$ cat src/rtl/mole_hit_tracker.sv
// mole_hit_tracker
//   Tracks which of the holes currently have a mole up. It matches rising edges
//   of the player's keys against the live moles. It produces registered hit and
//   miss pulses and keeps saturating score and miss counters.
//
// Ports
//   clock          : system clock; all state updates happen on the rising edge.
//   reset          : synchronous, active-high reset. It has priority over everything.
//   enable         : game running. When low, all holes are forced idle.
//   molesGenerated : one-hot (or zero) spawn request. Bit i selects hole i.
//   keys           : debounced, active-high key levels. Bit i selects hole i.
//   activeMoles    : per-hole state (1 = mole up). This is the FSM state register.
//   hitPulse       : high for one cycle after an edge with at least one hit.
//   missPulse      : high for one cycle after an edge with at least one escape or whiff.
//   score          : saturating count of hits.
//   missCount      : saturating count of escapes plus whiffs.
//
// Handshake: there is no flow control. molesGenerated and keys are sampled on
// every rising edge. The outputs are registered and are valid every cycle.

module mole_hit_tracker #(
  parameter int NUM_HOLES = 5,
  parameter int MOLE_LIFE = 50000000,
  parameter int LIFE_W    = $clog2(MOLE_LIFE + 1),
  parameter int SCORE_W   = 8
) (
  input  logic                 clock,
  input  logic                 reset,
  input  logic                 enable,
  input  logic [NUM_HOLES-1:0] molesGenerated,
  input  logic [NUM_HOLES-1:0] keys,
  output logic [NUM_HOLES-1:0] activeMoles,
  output logic                 hitPulse,
  output logic                 missPulse,
  output logic [SCORE_W-1:0]   score,
  output logic [SCORE_W-1:0]   missCount
);

  localparam logic [LIFE_W-1:0]  LIFE_LOAD = LIFE_W'(MOLE_LIFE - 1);
  localparam logic [SCORE_W+2:0] SUM_MAX   = {3'b000, {SCORE_W{1'b1}}};

  logic [NUM_HOLES-1:0] keys_d;
  logic [NUM_HOLES-1:0] press;
  logic [NUM_HOLES-1:0] active_next;
  logic [LIFE_W-1:0]    timer_q    [NUM_HOLES];
  logic [LIFE_W-1:0]    timer_next [NUM_HOLES];
  logic [NUM_HOLES-1:0] hit;
  logic [NUM_HOLES-1:0] escape;
  logic [NUM_HOLES-1:0] whiff;

  logic [SCORE_W+2:0]   hit_cnt;
  logic [SCORE_W+2:0]   miss_cnt;
  logic [SCORE_W+2:0]   score_sum;
  logic [SCORE_W+2:0]   miss_sum;
  logic [SCORE_W-1:0]   score_next;
  logic [SCORE_W-1:0]   miss_next;
  logic                 hit_pulse_next;
  logic                 miss_pulse_next;

  // A key press is a rising edge. A key that is held produces only one press.
  assign press = keys & ~keys_d;

  // State register: per-hole IDLE/UP state, lifetime timers, key history and outputs.
  always_ff @(posedge clock) begin
    if (reset) begin
      activeMoles <= '0;
      keys_d      <= '0;
      hitPulse    <= 1'b0;
      missPulse   <= 1'b0;
      score       <= '0;
      missCount   <= '0;
      for (int i = 0; i < NUM_HOLES; i++) timer_q[i] <= '0;
    end else begin
      activeMoles <= active_next;
      keys_d      <= keys;
      hitPulse    <= hit_pulse_next;
      missPulse   <= miss_pulse_next;
      score       <= score_next;
      missCount   <= miss_next;
      for (int i = 0; i < NUM_HOLES; i++) timer_q[i] <= timer_next[i];
    end
  end

  // Next-state logic. Each hole is independent and uses its pre-edge state.
  // The timer counts the remaining cycles after the current one, so it is
  // loaded with MOLE_LIFE-1. An up mole with timer 0 escapes unless it is hit
  // on this edge.
  always_comb begin
    active_next = activeMoles;
    hit         = '0;
    escape      = '0;
    whiff       = '0;
    for (int i = 0; i < NUM_HOLES; i++) timer_next[i] = timer_q[i];

    for (int i = 0; i < NUM_HOLES; i++) begin
      if (!enable) begin
        active_next[i] = 1'b0;
        timer_next[i]  = '0;
      end else if (activeMoles[i]) begin
        // A spawn request for a hole that is already up is dropped.
        if (press[i]) begin
          hit[i]         = 1'b1;
          active_next[i] = 1'b0;
          timer_next[i]  = '0;
        end else if (timer_q[i] != '0) begin
          timer_next[i]  = timer_q[i] - 1'b1;
        end else begin
          escape[i]      = 1'b1;
          active_next[i] = 1'b0;
        end
      end else begin
        // A press on an empty hole is a whiff, even if a spawn lands on the same edge.
        if (press[i]) whiff[i] = 1'b1;
        if (molesGenerated[i]) begin
          active_next[i] = 1'b1;
          timer_next[i]  = LIFE_LOAD;
        end
      end
    end
  end

  // Output logic: pulse and counter next values. The sums have three bits of
  // headroom, so a full-width popcount cannot wrap before saturation.
  always_comb begin
    hit_cnt  = '0;
    miss_cnt = '0;
    for (int i = 0; i < NUM_HOLES; i++) begin
      hit_cnt  = hit_cnt  + (SCORE_W+3)'(hit[i]);
      miss_cnt = miss_cnt + (SCORE_W+3)'(escape[i] | whiff[i]);
    end
    score_sum       = {3'b000, score} + hit_cnt;
    miss_sum        = {3'b000, missCount} + miss_cnt;
    score_next      = (score_sum > SUM_MAX) ? {SCORE_W{1'b1}} : score_sum[SCORE_W-1:0];
    miss_next       = (miss_sum  > SUM_MAX) ? {SCORE_W{1'b1}} : miss_sum[SCORE_W-1:0];
    hit_pulse_next  = |hit;
    miss_pulse_next = |(escape | whiff);
  end

endmodule

$ cat config.mk
export PLATFORM = sky130hd
export DESIGN_NAME = mole_hit_tracker
export DESIGN_NICKNAME = d
export VERILOG_FILES = /design/src/rtl/mole_hit_tracker.sv
export SDC_FILE = /design/constraint.sdc
export NUM_CORES = 1
export LEC_CHECK = 0
export CAP_MARGIN = 20
export CELL_PAD_IN_SITES_DETAIL_PLACEMENT = 0
export CELL_PAD_IN_SITES_GLOBAL_PLACEMENT = 2
export CORE_ASPECT_RATIO = 1.25
export CORE_MARGIN = 5
export CORE_UTILIZATION = 32
export DETAILED_ROUTE_END_ITERATION = 8
export GPL_TIMING_DRIVEN = 0
export PLACE_DENSITY_LB_ADDON = 0.25
export SYNTH_ARGS = -nofsm -noshare
export SYNTH_HDL_FRONTEND = slang
export SYNTH_SLANG_ARGS = --single-unit
export TNS_END_PERCENT = 30
$ cat constraint.sdc
create_clock -name clock -period 4.1 [get_ports clock]
set_input_delay 0.615 -clock clock [delete_from_list [all_inputs] [get_ports clock]]
set_output_delay 0.615 -clock clock [all_outputs]
set_load 0.02 [all_outputs]
==> reports/qor.csv, run 1 <==
stage,metric,value,unit
power,power_report.internal_total,3.11,mW
logic_synthesis,synth_seq_area_share,0.367,
power,p_sw,1.33,mW
clock_network,num_cts_buffers,17,
setup_path,setup.worst_path.end_class,register,
power,worst_vdd_ir,225,uV
timing,fmax,245,MHz
logic_synthesis,async_flop_share,0,
clock_network,cts.root.buffer_cell,sky130_fd_sc_hd__clkbuf_16,
clock_network,clock_tree_from_tritoncts,built,
logic_synthesis,synth_edf_count,0,
floorplanning,core.rowCount,67,
final_layout,area_growth,18.9,%
timing,rsz_0062_raised_after_global_routing,yes,
placement,dp_hpwl,18500,microns
clock_network,clk_pin_slew_worst_paths,0.07,ns
clock_network,clock_insertion_delay_worst_skew,0.44,ns
logic_synthesis,yosys.area.top_type_share,0.367,
floorplanning,io-pin-count,36,
floorplanning,fp.dieArea,0.0303,sq mm
global_route,globalRoute.totalOverflow,0,
setup_path,path_cells,"or4_4, buf_6, or4_4, nor4_4, o21a_1, fa_1, fa_2, ha_4, fa_2, a21oi_4, nor2b_4, nand3_2, mux2i_1, nor2_1",
final_layout,final-seq-area,0.00317,sq mm
clock_network,cts-htree-levels,4,
global_route,antenna_found_initial,0,
final_layout,utilization,0.384,
floorplanning,fp.dieH,193,microns
final_layout,final_nets,1180,
power,p_clk_frac,0.409,
timing,finClkSkew,0.0115,ns
power,p_seq_frac,0.386,
power,p_comb_frac,0.205,
logic_synthesis,biggest_area_consumer_among_synthesized_cells,sky130_fd_sc_hd__dfxtp_1,
floorplanning,initial_core_util,0.323,
routing,detail_route.drc_violations,0,
timing,slew_violations,0,
logic_synthesis,synth.net_count,1121,
power,static-leakage-power,3.64,nW
logic_synthesis,synth.lib_cells_used.distinct,61,
routing,final_antenna_net_count,0,
setup_path,critical_path_slowest_stage_cell,sky130_fd_sc_hd__or4_4,
global_route,wire_length_of_the_first_global_routing_pass,42600,microns
routing,post_drt_wl_per_cell,17.3,microns
setup_path,worst_ep_arrival_time,4.39,ns
timing,fin_crit,4.08,ns
placement,dpl.cell_count,1465,
logic_synthesis,synth_top_cells_by_area,"sky130_fd_sc_hd__dfxtp_1, sky130_fd_sc_hd__nor2_1, sky130_fd_sc_hd__a21oi_1",
final_layout,insertedDiodeCount,0,
clock_network,clkSinkCount,158,
clock_network,cts_max_path_buffers,2,
final_layout,final-instance-count-excl-fill,1502,
placement,gp_congestion,0.805,
min_path,timing.hold.worst.class,register to register,
final_layout,layout.cells.most_common,sky130_fd_sc_hd__dfxtp_1,
timing,least_margin_pin_slew,0.907,ns
floorplanning,die-width,157,microns
placement,place_ws,-0.633,ns
setup_path,crit_type,register to register,
setup_path,start_kind,register,
logic_synthesis,postSynth.topFlopCell,sky130_fd_sc_hd__dfxtp_1,
power,sw_frac_of_total,0.300,
placement,port_buffers,35,
global_route,grt_util_all_layers,0.173,
routing,vias,8069,
logic_synthesis,ys_ff_latch,158,
job,number_of_maximum_capacitance_constraint_violations,0,
outcome,outcome,completed,
power,power_per_cell_area,433,mW/mm^2
routing,routed_wl,25900,microns
timing,post-route-worst-setup-slack,0.0163,ns
logic_synthesis,postSynthCellCount,1085,
floorplanning,fp.coreArea,0.0267,sq mm
logic_synthesis,synth-warning-count,0,
placement,post_dp_cell_area,0.00941,sq mm
setup_path,path_max_fanout,6,
final_layout,nFillCells,2874,
setup_path,critPathTopFamily,simple AND/OR/NAND/NOR gates,
global_route,grt_start_max_net_pins,17,
routing,first_iter_violations,346,
routing,drt_pass1_iterations,5,
logic_synthesis,syn-cell-area,0.00862,sq mm
logic_synthesis,syn-mean-instance-area,7.94,sq um
final_layout,fin_area,0.0102,sq mm
clock_network,cts_hold_repair.buffers,0,
timing,slew_limit_headroom,0.388,
final_layout,commonest_non_fill_non_tap_cells_in_the_layout,"sky130_fd_sc_hd__dfxtp_1, sky130_fd_sc_hd__nor2_1, sky130_fd_sc_hd__a21oi_1",
timing,finalSetupViolCount,0,
global_route,grt_pass1_vias,7886,
timing,fin_tns_setup,0,ns
setup_path,worst_path_largest_cell_delay,0.52,ns
timing,layout_worst_path_cycle_share,0.996,
setup_path,timing.critical_path.required,4.41,ns
routing,post_drt_via_cell_ratio,5.37,
setup_path,worst-path-buf-inv,1,
timing,hold_viol,0,
final_layout,layout_cell_share_with_drive_strength_beyond_1,0.0838,
final_layout,multi_input_comb_area,0.00526,sq mm
[power groups by stage]
stage | registers, mW | logic (mW) | clock network [mW]
finish | 1.71 | 0.913 | 1.82
global route | 1.73 | 1.04 | 1.91
CTS | 1.71 | 0.905 | 1.86
detailed placement | 1.75 | 0.884 | 0
global placement | 1.75 | 0.882 | 0
floorplan | 1.73 | 0.631 | 0
[logic make-up after synthesis]
kind of cell	after synthesis	share of synthesized area
adder cells (fa/ha/maj)	23	0.0386
buffers and inverters	83	0.0373
AO/OA/AOI/OAI	292	0.217
flip-flops	158	0.367
AND/OR/NAND/NOR	481	0.291
XOR/XNOR	45	0.0457
multiplexers	3	0.00363
[state kept, by name, indices dropped and copies added, names as in the netlist]
signal       flops
activeMoles      5
hitPulse         1
keys_d           5
missCount        8
missPulse        1
score            8
timer_q        130
[path summary, 6_finish.rpt]
kind / startpoint / to / slack (ns) / cells after the start
hold reg to reg: timer_q[0][72]$_SDFFE_PP0P_ / timer_q[0][72]$_SDFFE_PP0P_ / 0.48 / 1
setup / recovery: timer_q[0][9]$_SDFFE_PP0P_ / missCount[6]$_SDFF_PP0_ / 0.02 / 14
setup reg to reg: timer_q[0][9]$_SDFFE_PP0P_ / missCount[6]$_SDFF_PP0_ / 0.02 / 14
hold / removal: timer_q[0][72]$_SDFFE_PP0P_ / timer_q[0][72]$_SDFFE_PP0P_ / 0.48 / 1
[per-stage QoR]
step	total power [mW]	hold slack, ns
6_report	4.44	0.476
5_1_grt	4.68	0.509
4_1_cts	4.47	0.473
3_5_place_dp	2.63	0.460
3_3_place_gp	2.63	0.468
2_1_floorplan	2.37	0.429
[final cells by class]
class,instances,area share
Timing Repair Buffer,41,0.0386
Sequential cell,158,0.309
Buffer,53,0.0217
Multi-Input combinational cell,844,0.513
Clock inverter,9,0.0177
Clock buffer,23,0.0467
Inverter,29,0.0106
Tap cell,345,0.0421
[metal layers]
metal  routed length, microns  GRT usage
met5                        0          0
met4                      369     0.0463
met3                      704     0.0311
met2                    12200      0.281
met1                    12600      0.235
[timing repair]
item	in CTS	in global routing
gates cloned	0	0
pin swaps	5	3
gates resized for setup	13	18
setup endpoints to repair	14	15
buffers inserted	3	3
[worst register-to-register path, stage by stage (launching register included)]
cell and delay [ns]:
sky130_fd_sc_hd__dfxtp_4 0.35, sky130_fd_sc_hd__or4_4 0.53, sky130_fd_sc_hd__buf_6 0.14, sky130_fd_sc_hd__or4_4 0.45, sky130_fd_sc_hd__nor4_4 0.28, sky130_fd_sc_hd__o21a_1 0.19, sky130_fd_sc_hd__fa_1 0.44, sky130_fd_sc_hd__fa_2 0.45
sky130_fd_sc_hd__ha_4 0.18, sky130_fd_sc_hd__fa_2 0.36, sky130_fd_sc_hd__a21oi_4 0.18, sky130_fd_sc_hd__nor2b_4 0.08, sky130_fd_sc_hd__nand3_2 0.08, sky130_fd_sc_hd__mux2i_1 0.18, sky130_fd_sc_hd__nor2_1 0.05
[Yosys cell counts, types with 6 or more instances]
cell	n
sky130_fd_sc_hd__or3_1	17
sky130_fd_sc_hd__a31oi_1	17
sky130_fd_sc_hd__clkbuf_1	48
sky130_fd_sc_hd__nand4_1	9
sky130_fd_sc_hd__ha_1	17
sky130_fd_sc_hd__or2_2	14
sky130_fd_sc_hd__o41a_1	6
sky130_fd_sc_hd__nand3_1	28
sky130_fd_sc_hd__nor2_1	145
sky130_fd_sc_hd__o221a_2	11
sky130_fd_sc_hd__a21oi_1	106
sky130_fd_sc_hd__a311oi_1	18
sky130_fd_sc_hd__nor3b_1	6
sky130_fd_sc_hd__nor4_1	44
sky130_fd_sc_hd__nand2_1	64
sky130_fd_sc_hd__nor4b_1	9
sky130_fd_sc_hd__nor2b_1	20
sky130_fd_sc_hd__xor2_1	7
sky130_fd_sc_hd__inv_1	29
sky130_fd_sc_hd__nand2b_1	15
sky130_fd_sc_hd__or4_1	24
sky130_fd_sc_hd__a211oi_1	31
sky130_fd_sc_hd__xnor2_1	38
sky130_fd_sc_hd__fa_1	6
sky130_fd_sc_hd__nor3_1	57
sky130_fd_sc_hd__o31ai_1	6
sky130_fd_sc_hd__o21ai_0	57
sky130_fd_sc_hd__and3_1	8
sky130_fd_sc_hd__dfxtp_1	158
sky130_fd_sc_hd__o21a_1	12
No activity file was read; power rests on OpenSTA's default activity.
==> inputs of run 2 (changes only) <==
Settings changed: CORE_ASPECT_RATIO 1.25 to 1.75, REMOVE_ABC_BUFFERS from default to 1.
==> reports/qor.csv, run 2 (same netlist as run 1, synthesis figures left out) <==
stage,metric,value,unit
outcome,outcome,completed,
placement,dp_hpwl,18200,microns
floorplanning,initial_core_util,0.324,
setup_path,worst_path_largest_cell_delay,0.49,ns
routing,routed_wl,25500,microns
setup_path,path_max_fanout,6,
timing,hold_viol,0,
power,static-leakage-power,3.61,nW
final_layout,area_growth,17.4,%
clock_network,num_cts_buffers,17,
clock_network,cts_max_path_buffers,2,
clock_network,clk_pin_slew_worst_paths,0.07,ns
final_layout,layout.cells.most_common,sky130_fd_sc_hd__dfxtp_1,
power,power_per_cell_area,432,mW/mm^2
timing,fin_crit,4.04,ns
global_route,grt_util_all_layers,0.171,
timing,rsz_0062_raised_after_global_routing,yes,
routing,first_iter_violations,310,
floorplanning,fp.dieH,227,microns
global_route,wire_length_of_the_first_global_routing_pass,41600,microns
timing,fin_tns_setup,0,ns
timing,fmax,248,MHz
timing,post-route-worst-setup-slack,0.0621,ns
setup_path,path_cells,"or3_4, or4_4, nor4_4, o21a_1, fa_1, fa_1, ha_2, fa_2, a21oi_2, nor2b_4, nand3_1, mux2i_1, nor2_1",
final_layout,insertedDiodeCount,0,
global_route,globalRoute.totalOverflow,0,
timing,finalSetupViolCount,0,
setup_path,start_kind,register,
power,worst_vdd_ir,314,uV
final_layout,layout_cell_share_with_drive_strength_beyond_1,0.105,
floorplanning,fp.dieArea,0.0304,sq mm
floorplanning,die-width,134,microns
final_layout,registers.top_by_ff_count,timer_q,
timing,layout_worst_path_cycle_share,0.985,
job,number_of_maximum_capacitance_constraint_violations,0,
clock_network,clkSinkCount,158,
timing,finClkSkew,0.00742,ns
timing,slew_violations,0,
min_path,timing.hold.worst.class,register to register,
floorplanning,fp.coreArea,0.0266,sq mm
floorplanning,core.rowCount,79,
global_route,antenna_found_initial,0,
clock_network,clock_insertion_delay_worst_skew,0.45,ns
clock_network,cts_hold_repair.buffers,0,
routing,vias,8030,
global_route,grt_start_max_net_pins,30,
placement,place_ws,-0.830,ns
timing,least_margin_pin_slew,1.09,ns
routing,drt_pass1_iterations,4,
setup_path,setup.worst_path.end_class,register,
setup_path,timing.critical_path.required,4.40,ns
routing,detail_route.drc_violations,0,
clock_network,cts.root.buffer_cell,sky130_fd_sc_hd__clkbuf_16,
setup_path,crit_type,register to register,
setup_path,critical_path_slowest_stage_cell,sky130_fd_sc_hd__or4_4,
clock_network,cts-htree-levels,4,
timing,slew_limit_headroom,0.273,
final_layout,largestRegisters,"timer_q: 130 flops, missCount: 8 flops, score: 8 flops",
final_layout,largest_register_ff_count,130,
placement,gp_congestion,0.803,
final_layout,commonest_non_fill_non_tap_cells_in_the_layout,"sky130_fd_sc_hd__dfxtp_1, sky130_fd_sc_hd__nor2_1, sky130_fd_sc_hd__a21oi_1",
global_route,grt_pass1_vias,7961,
routing,final_antenna_net_count,0,
final_layout,final_nets,1134,
routing,post_drt_via_cell_ratio,5.60,
floorplanning,io-pin-count,36,
placement,port_buffers,35,
routing,post_drt_wl_per_cell,17.8,microns
setup_path,critical-path-top-cell-by-count,sky130_fd_sc_hd__fa_1,
clock_network,clock_tree_from_tritoncts,built,
setup_path,worst_ep_arrival_time,4.34,ns
-- run 2: changes by cell type in the layout (fill, tap and decap cells not counted), sizes merged --
cell,delta
clkbuf,-51
clkinv,+1
clkinvlp,+3
bufinv,-1
buf,+1
inv,+1
-- run 2: final cells by class --
class	instances	area [sq um]
fillers	2790	16500
flip-flops and latches	158	3170
clock buffers	19	453
clock inverters	13	188
inverters	29	109
multi-input cells	844	5340
well taps	324	405
repair buffers	48	464
-- run 2: stage by stage --
step | std cells | instance area [sq um] | utilization | hold WS (ns) | total power [mW]
4_1_cts | 1433 | 10000 | 0.377 | 0.481 | 4.43
6_report | 1435 | 10100 | 0.381 | 0.474 | 4.38
5_1_grt | 1435 | 10100 | 0.381 | 0.506 | 4.62
3_3_place_gp | 1390 | 9160 | 0.345 | 0.458 | 2.61
3_5_place_dp | 1399 | 9290 | 0.349 | 0.459 | 2.62
2_1_floorplan | 1031 | 8410 | - | 0.429 | 2.34
-- run 2: worst paths after layout --
| kind | start | to | slack, ns | cells after the start |
|---|---|---|---|---|
| worst min register to register | timer_q[0][75]$_SDFFE_PP0P_ | timer_q[0][75]$_SDFFE_PP0P_ | 0.47 | 1 |
| worst min-delay path | timer_q[0][75]$_SDFFE_PP0P_ | timer_q[0][75]$_SDFFE_PP0P_ | 0.47 | 1 |
| worst max-delay path | timer_q[0][16]$_SDFFE_PP0P_ | missCount[6]$_SDFF_PP0_ | 0.06 | 13 |
| worst max register to register | timer_q[0][16]$_SDFFE_PP0P_ | missCount[6]$_SDFF_PP0_ | 0.06 | 13 |
-- run 2: critical path: cells and delay by family (launching register included) --
kind,cells,cell delay [ns]
adders and majority gates,4,1.50
and+or+nand+nor,6,1.47
AOI/OAI and AO/OA,2,0.39
DFF,1,0.34
muxes,1,0.19
-- run 2: power breakdown --
part	total, mW	internal (mW)	switching (mW)	leakage (nW)
clock network	1.76	1.05	0.704	0.294
registers	1.72	1.62	0.101	1.29
logic	0.901	0.359	0.542	2.02
-- run 2: timing repair --
item,4_1_cts,5_1_grt
cloned,0,0
hold endpoints to repair,0,0
buffers inserted,2,1
endpoints found under the setup margin,15,14
gates resized for setup,18,17
pin swaps,8,4
-- run 2: per-layer routing --
layer	part of all wire	track usage	vias up
met5	0	0	-
met4	0.034	0.0789	0
met3	0.033	0.0369	53
met2	0.52	0.314	120
met1	0.41	0.187	3816
li1	-	-	4041
==> inputs of run 3 (changes only) <==
Settings changed: CORE_MARGIN 5 to 10.
==> reports/qor.csv, run 3 (same netlist as run 1, synthesis figures left out) <==
stage,metric,value,unit
power,sw_frac_of_total,0.329,
placement,gp_congestion,0.820,
clock_network,cts-htree-levels,4,
timing,fin_crit,4.03,ns
power,power_per_cell_area,419,mW/mm^2
final_layout,largest_register_ff_count,130,
power,static-leakage-power,3.59,nW
routing,routed_wl,25500,microns
outcome,outcome,completed,
setup_path,crit_type,register to register,
timing,fin_tns_setup,0,ns
timing,finalSetupViolCount,0,
final_layout,registers.top_by_ff_count,timer_q,
min_path,timing.hold.worst.class,register to register,
final_layout,commonest_non_fill_non_tap_cells_in_the_layout,"sky130_fd_sc_hd__dfxtp_1, sky130_fd_sc_hd__nor2_1, sky130_fd_sc_hd__a21oi_1",
setup_path,worst-path-buf-inv,0,
timing,hold_viol,0,
placement,dpl.cell_count,1399,
routing,detail_route.drc_violations,0,
routing,final_antenna_net_count,0,
final_layout,insertedDiodeCount,0,
final_layout,layout.cells.most_common,sky130_fd_sc_hd__dfxtp_1,
final_layout,final-instance-count-excl-fill,1436,
final_layout,final_nets,1135,
floorplanning,die-width,144,microns
timing,least_margin_pin_slew,1.07,ns
setup_path,worst_ep_arrival_time,4.34,ns
floorplanning,fp.dieArea,0.0342,sq mm
power,p_comb_frac,0.215,
setup_path,start_kind,register,
timing,fmax,248,MHz
power,power.total,4.22,mW
timing,finClkSkew,0.00952,ns
floorplanning,core.rowCount,79,
placement,dp_hpwl,18500,microns
timing,rsz_0062_raised_after_global_routing,yes,
setup_path,worst_path_largest_cell_delay,0.55,ns
power,p_clk_frac,0.378,
global_route,globalRoute.totalOverflow,0,
clock_network,num_cts_buffers,17,
setup_path,setup.worst_path.end_class,register,
clock_network,clk_pin_slew_worst_paths,0.07,ns
routing,drt_pass1_iterations,4,
clock_network,cts_max_path_buffers,2,
setup_path,path_cells,"or4_4, or4_4, nor4_4, o21a_1, fa_1, fa_2, ha_4, fa_2, a21oi_4, nor2b_4, nand3_2, mux2i_1, nor2_1",
clock_network,clock_insertion_delay_worst_skew,0.46,ns
clock_network,cts.root.buffer_cell,sky130_fd_sc_hd__clkbuf_16,
clock_network,cts_hold_repair.buffers,0,
job,number_of_maximum_capacitance_constraint_violations,0,
routing,post_drt_wl_per_cell,17.8,microns
final_layout,area_growth,16.8,%
setup_path,critPathTopFamily,simple AND/OR/NAND/NOR gates,
global_route,grt_pass1_vias,7889,
timing,layout_worst_path_cycle_share,0.982,
floorplanning,initial_core_util,0.324,
power,worst_vdd_ir,316,uV
timing,slew_violations,0,
floorplanning,fp.coreArea,0.0266,sq mm
clock_network,clock_tree_from_tritoncts,built,
power,p_sw,1.39,mW
final_layout,nFillCells,2798,
placement,port_buffers,35,
global_route,grt_start_max_net_pins,40,
final_layout,largestRegisters,"timer_q: 130 flops, missCount: 8 flops, score: 8 flops",
floorplanning,io-pin-count,36,
global_route,grt_util_all_layers,0.152,
power,p_seq_frac,0.406,
routing,vias,7971,
setup_path,timing.critical_path.required,4.41,ns
power,power_report.internal_total,2.84,mW
setup_path,path_max_fanout,6,
clock_network,clkSinkCount,158,
timing,slew_limit_headroom,0.286,
global_route,wire_length_of_the_first_global_routing_pass,41700,microns
routing,first_iter_violations,284,
global_route,antenna_found_initial,0,
final_layout,layout_cell_share_with_drive_strength_beyond_1,0.104,
routing,post_drt_via_cell_ratio,5.55,
setup_path,critical_path_slowest_stage_cell,sky130_fd_sc_hd__or4_4,
floorplanning,fp.dieH,237,microns
-- run 3: layout make-up --
| type | count | area, sq um | share of cell area |
|---|---|---|---|
| Inverter | 29 | 109 | 0.0108 |
| Sequential cell | 158 | 3170 | 0.314 |
| Clock inverter | 15 | 151 | 0.0150 |
| Timing Repair Buffer | 49 | 475 | 0.0472 |
| Multi-Input combinational cell | 844 | 5340 | 0.530 |
| Clock buffer | 17 | 425 | 0.0422 |
| Tap cell | 324 | 405 | 0.0403 |
-- run 3: per-layer routing --
metal  vias up  share of wire  global-route usage  routed length, microns
li1       4040              -                   -                       -
met1      3813           0.41               0.161                   10600
met2        97           0.54               0.284                   13700
met3        21          0.035              0.0345                     890
met4         0          0.014              0.0488                     354
met5         -              0                   0                       0
-- run 3: worst paths after layout --
kind / start / to / slack [ns] / cells after the start
worst min register to register: timer_q[0][75]$_SDFFE_PP0P_ / timer_q[0][75]$_SDFFE_PP0P_ / 0.48 / 1
worst max-delay path: timer_q[0][10]$_SDFFE_PP0P_ / missCount[6]$_SDFF_PP0_ / 0.07 / 13
worst max register to register: timer_q[0][10]$_SDFFE_PP0P_ / missCount[6]$_SDFF_PP0_ / 0.07 / 13
worst min-delay path: timer_q[0][75]$_SDFFE_PP0P_ / timer_q[0][75]$_SDFFE_PP0P_ / 0.48 / 1
-- run 3: worst register-to-register path: stages, from the launching register on --
cell	delay (ns)
sky130_fd_sc_hd__dfxtp_2	0.34
sky130_fd_sc_hd__or4_4	0.55
sky130_fd_sc_hd__or4_4	0.48
sky130_fd_sc_hd__nor4_4	0.27
sky130_fd_sc_hd__o21a_1	0.22
sky130_fd_sc_hd__fa_1	0.45
sky130_fd_sc_hd__fa_2	0.50
sky130_fd_sc_hd__ha_4	0.19
sky130_fd_sc_hd__fa_2	0.36
sky130_fd_sc_hd__a21oi_4	0.16
sky130_fd_sc_hd__nor2b_4	0.08
sky130_fd_sc_hd__nand3_2	0.08
sky130_fd_sc_hd__mux2i_1	0.17
sky130_fd_sc_hd__nor2_1	0.05
-- run 3: per-stage QoR --
stage                     setup WS [ns]  instance area [sq um]  utilization  hold WS, ns
after floorplan                  -0.221                   8410            -        0.429
after global placement            -3.33                   9160        0.345        0.463
after detailed placement         -0.820                   9290        0.349        0.462
after CTS                       0.00484                   9970        0.375        0.479
after global routing            -0.0884                  10100        0.379        0.501
final                            0.0731                  10100        0.379        0.478
-- run 3: repair_timing --
item / CTS / global route
setup buffers: 2 / 2
endpoints found under the setup margin: 16 / 14
resized for setup: 20 / 14
pin swaps: 7 / 2
-- run 3: power by group through the flow --
stage	logic (mW)	clock network (mW)	registers, mW
6_report	0.910	1.60	1.72
2_1_floorplan	0.604	0	1.74
3_5_place_dp	0.873	0	1.75
4_1_cts	0.900	1.65	1.72
3_3_place_gp	0.861	0	1.75
5_1_grt	1.02	1.71	1.73
==> patch, RTL diff (flow settings as in run 2) <==
Put one more register stage on the output `score`. The value now appears one clock later. The other outputs are not delayed to match.
--- a/src/rtl/mole_hit_tracker.sv
+++ b/src/rtl/mole_hit_tracker.sv
@@ -39,6 +39,8 @@
   localparam logic [LIFE_W-1:0]  LIFE_LOAD = LIFE_W'(MOLE_LIFE - 1);
   localparam logic [SCORE_W+2:0] SUM_MAX   = {3'b000, {SCORE_W{1'b1}}};
 
+  logic [SCORE_W-1:0] score_s0;
+
   logic [NUM_HOLES-1:0] keys_d;
   logic [NUM_HOLES-1:0] press;
   logic [NUM_HOLES-1:0] active_next;
@@ -67,7 +69,7 @@
       keys_d      <= '0;
       hitPulse    <= 1'b0;
       missPulse   <= 1'b0;
-      score       <= '0;
+      score_s0    <= '0;
       missCount   <= '0;
       for (int i = 0; i < NUM_HOLES; i++) timer_q[i] <= '0;
     end else begin
@@ -75,7 +77,7 @@
       keys_d      <= keys;
       hitPulse    <= hit_pulse_next;
       missPulse   <= miss_pulse_next;
-      score       <= score_next;
+      score_s0    <= score_next;
       missCount   <= miss_next;
       for (int i = 0; i < NUM_HOLES; i++) timer_q[i] <= timer_next[i];
     end
@@ -128,7 +130,7 @@
       hit_cnt  = hit_cnt  + (SCORE_W+3)'(hit[i]);
       miss_cnt = miss_cnt + (SCORE_W+3)'(escape[i] | whiff[i]);
     end
-    score_sum       = {3'b000, score} + hit_cnt;
+    score_sum       = {3'b000, score_s0} + hit_cnt;
     miss_sum        = {3'b000, missCount} + miss_cnt;
     score_next      = (score_sum > SUM_MAX) ? {SCORE_W{1'b1}} : score_sum[SCORE_W-1:0];
     miss_next       = (miss_sum  > SUM_MAX) ? {SCORE_W{1'b1}} : miss_sum[SCORE_W-1:0];
@@ -136,5 +138,9 @@
     miss_pulse_next = |(escape | whiff);
   end
 
+  always_ff @(posedge clock) begin
+    score <= score_s0;
+  end
+
 endmodule
 
Behaviour: not the same (Yosys sat finds a counterexample within 4 cycles, from zero or initial values and one cycle with reset high).
==> patch against run 2 <==
- sequential cell count grew 8
- area after synthesis grew 6.4%
- synthesized cell count increased by 2.9%
- cell area increased by 6.1%
- total power is 2.7% higher
- combinational power rose by 3.4%
- wire length increased by 10%
- worst setup slack improved by 0.030 ns
- global-route usage is 0.73 points higher
- maximum frequency is 0.75% higher
==> patch: results (changes against run 2) <==
Comb power 0.932 mW (+3.4%); DP Worst Slack -1.13 ns (-0.305 ns); nets@finish 1165 (+2.7%); top cells by area, synth dfxtp_1 (36%), a21oi_1 (6.6%), o21ai_0 (4.0%); GR Layer Usage met3 2.88% (-0.82 points); CTS Root Cell clkbuf_16; DR WL/cell 18.4 µm (+3.9%); sw frac 30.5% (-0.27 points); max reg flops 130 (unchanged); Hold Path Class reg2reg; grt met1 use 19.7% (+0.99 points); Worst path slowest cell or4b_4; CP most frequent cell fa_1; Ant. Diodes 0 (unchanged); largest net degree at the start of global routing 35 (+17%); first drt pass iteration count 5 (+1); Non-Filler Instances 1519 (+5.9%); Worst Path Arrival 4.33 ns (about the same); CTS max path bufs 2 (unchanged); sequential power 1.80 mW (+5%); total track usage 17.8% (+0.73 points); register area share after synthesis 36.2% (-0.45 points); VDD IR max 0.304 mV (-3.1%); CP max FO 4 (-2); Worst Skew 0.00716 ns (-0.000260 ns); Distinct cells, synth 70 (+15%); first-pass GRT wire length 45300 µm (+8.9%); ratio of cells with drive above 1 in the final layout 12.3% (+1.7 points); H-tree lvl count 4 (unchanged); status finished, final reports clean; Pwr Density 418 mW/mm² (-3.2%); RePlAce Congestion 0.806 (+0.32%); list of most frequent post-synthesis cells dfxtp_1 (166), a21oi_1 (121), nor2_1 (83); Syn Area/Cell 8.22 µm² (+3.4%); Leak 3.87 nW (+7.3%); Post-DP Area 0.00986 mm² (+6.1%); initial antenna violation count 0 (unchanged); post-DP HPWL 19800 µm (+9.3%); vias in the first global route 8510 (+6.9%); Worst Max-Slew Pin Slew 1.03 ns (-0.0535 ns); DRT iter0 DRCs 438 (+41%); CP max stage delay 0.55 ns (+0.06 ns); vias 8691 (+8.2%); GR Layer Usage met2 33.3% (+2.0 points)
[patch: final cells by class]
| type | count | area (µm²) |
|---|---|---|
| clock buffer | 22 | 484 |
| clock inverter | 9 | 148 |
| fill | 3034 | 17800 |
| inverter | 57 | 214 |
| multi-input combinational | 836 | 5580 |
| sequential | 166 | 3330 |
| tap | 378 | 473 |
| timing repair buffer | 51 | 518 |
[patch: worst max-delay path, delay by kind of cell, from the launching register on]
family,cells,cell delay [ns]
DFF,1,0.34
AOI/OAI and AO/OA,3,0.45
and+or+nand+nor,4,1.38
adders and majority gates,4,1.44
xor gates and xnor gates,1,0.14
buffers and inverters,1,0.13
[patch: repair_timing]
item | in CTS | in global routing
gates cloned | 0 | 0
pin swaps | 8 | 5
resized for setup | 24 | 10
setup buffers | 5 | 0
setup endpoints to repair | 15 | 14
[patch: cells by family (layout without fill, tap and decap cells)]
kind of cell / after synthesis / after routing / share of synthesized area, %
flops: 166 / 166 / 36.2
xor+xnor: 9 / 9 / 0.860
mux: 6 / 6 / 0.669
compound gates: 383 / 383 / 28.0
fa+ha+maj: 23 / 23 / 3.63
simple gates: 415 / 415 / 25.4
buf+inv: 114 / 139 / 5.21
[patch: path summary, 6_finish.rpt]
check                                   start                 endpoint  slack [ns]  cells past startpoint
setup reg to reg  timer_q[0][17]$_SDFFE_PP0P_  missCount[4]$_SDFF_PP0_        0.09                     13
setup / recovery  timer_q[0][17]$_SDFFE_PP0P_  missCount[4]$_SDFF_PP0_        0.09                     13
hold reg to reg        score_s0[2]$_SDFF_PP0_         score[2]$_DFF_P_        0.36                      0
hold / removal         score_s0[2]$_SDFF_PP0_         score[2]$_DFF_P_        0.36                      0
[patch: per-layer routing]
metal  vias up  share of wire [%]
li1       4277                  -
met1      4259                 41
met2       126                 54
met3        29                2.7
met4         0                2.1
met5         -                  0
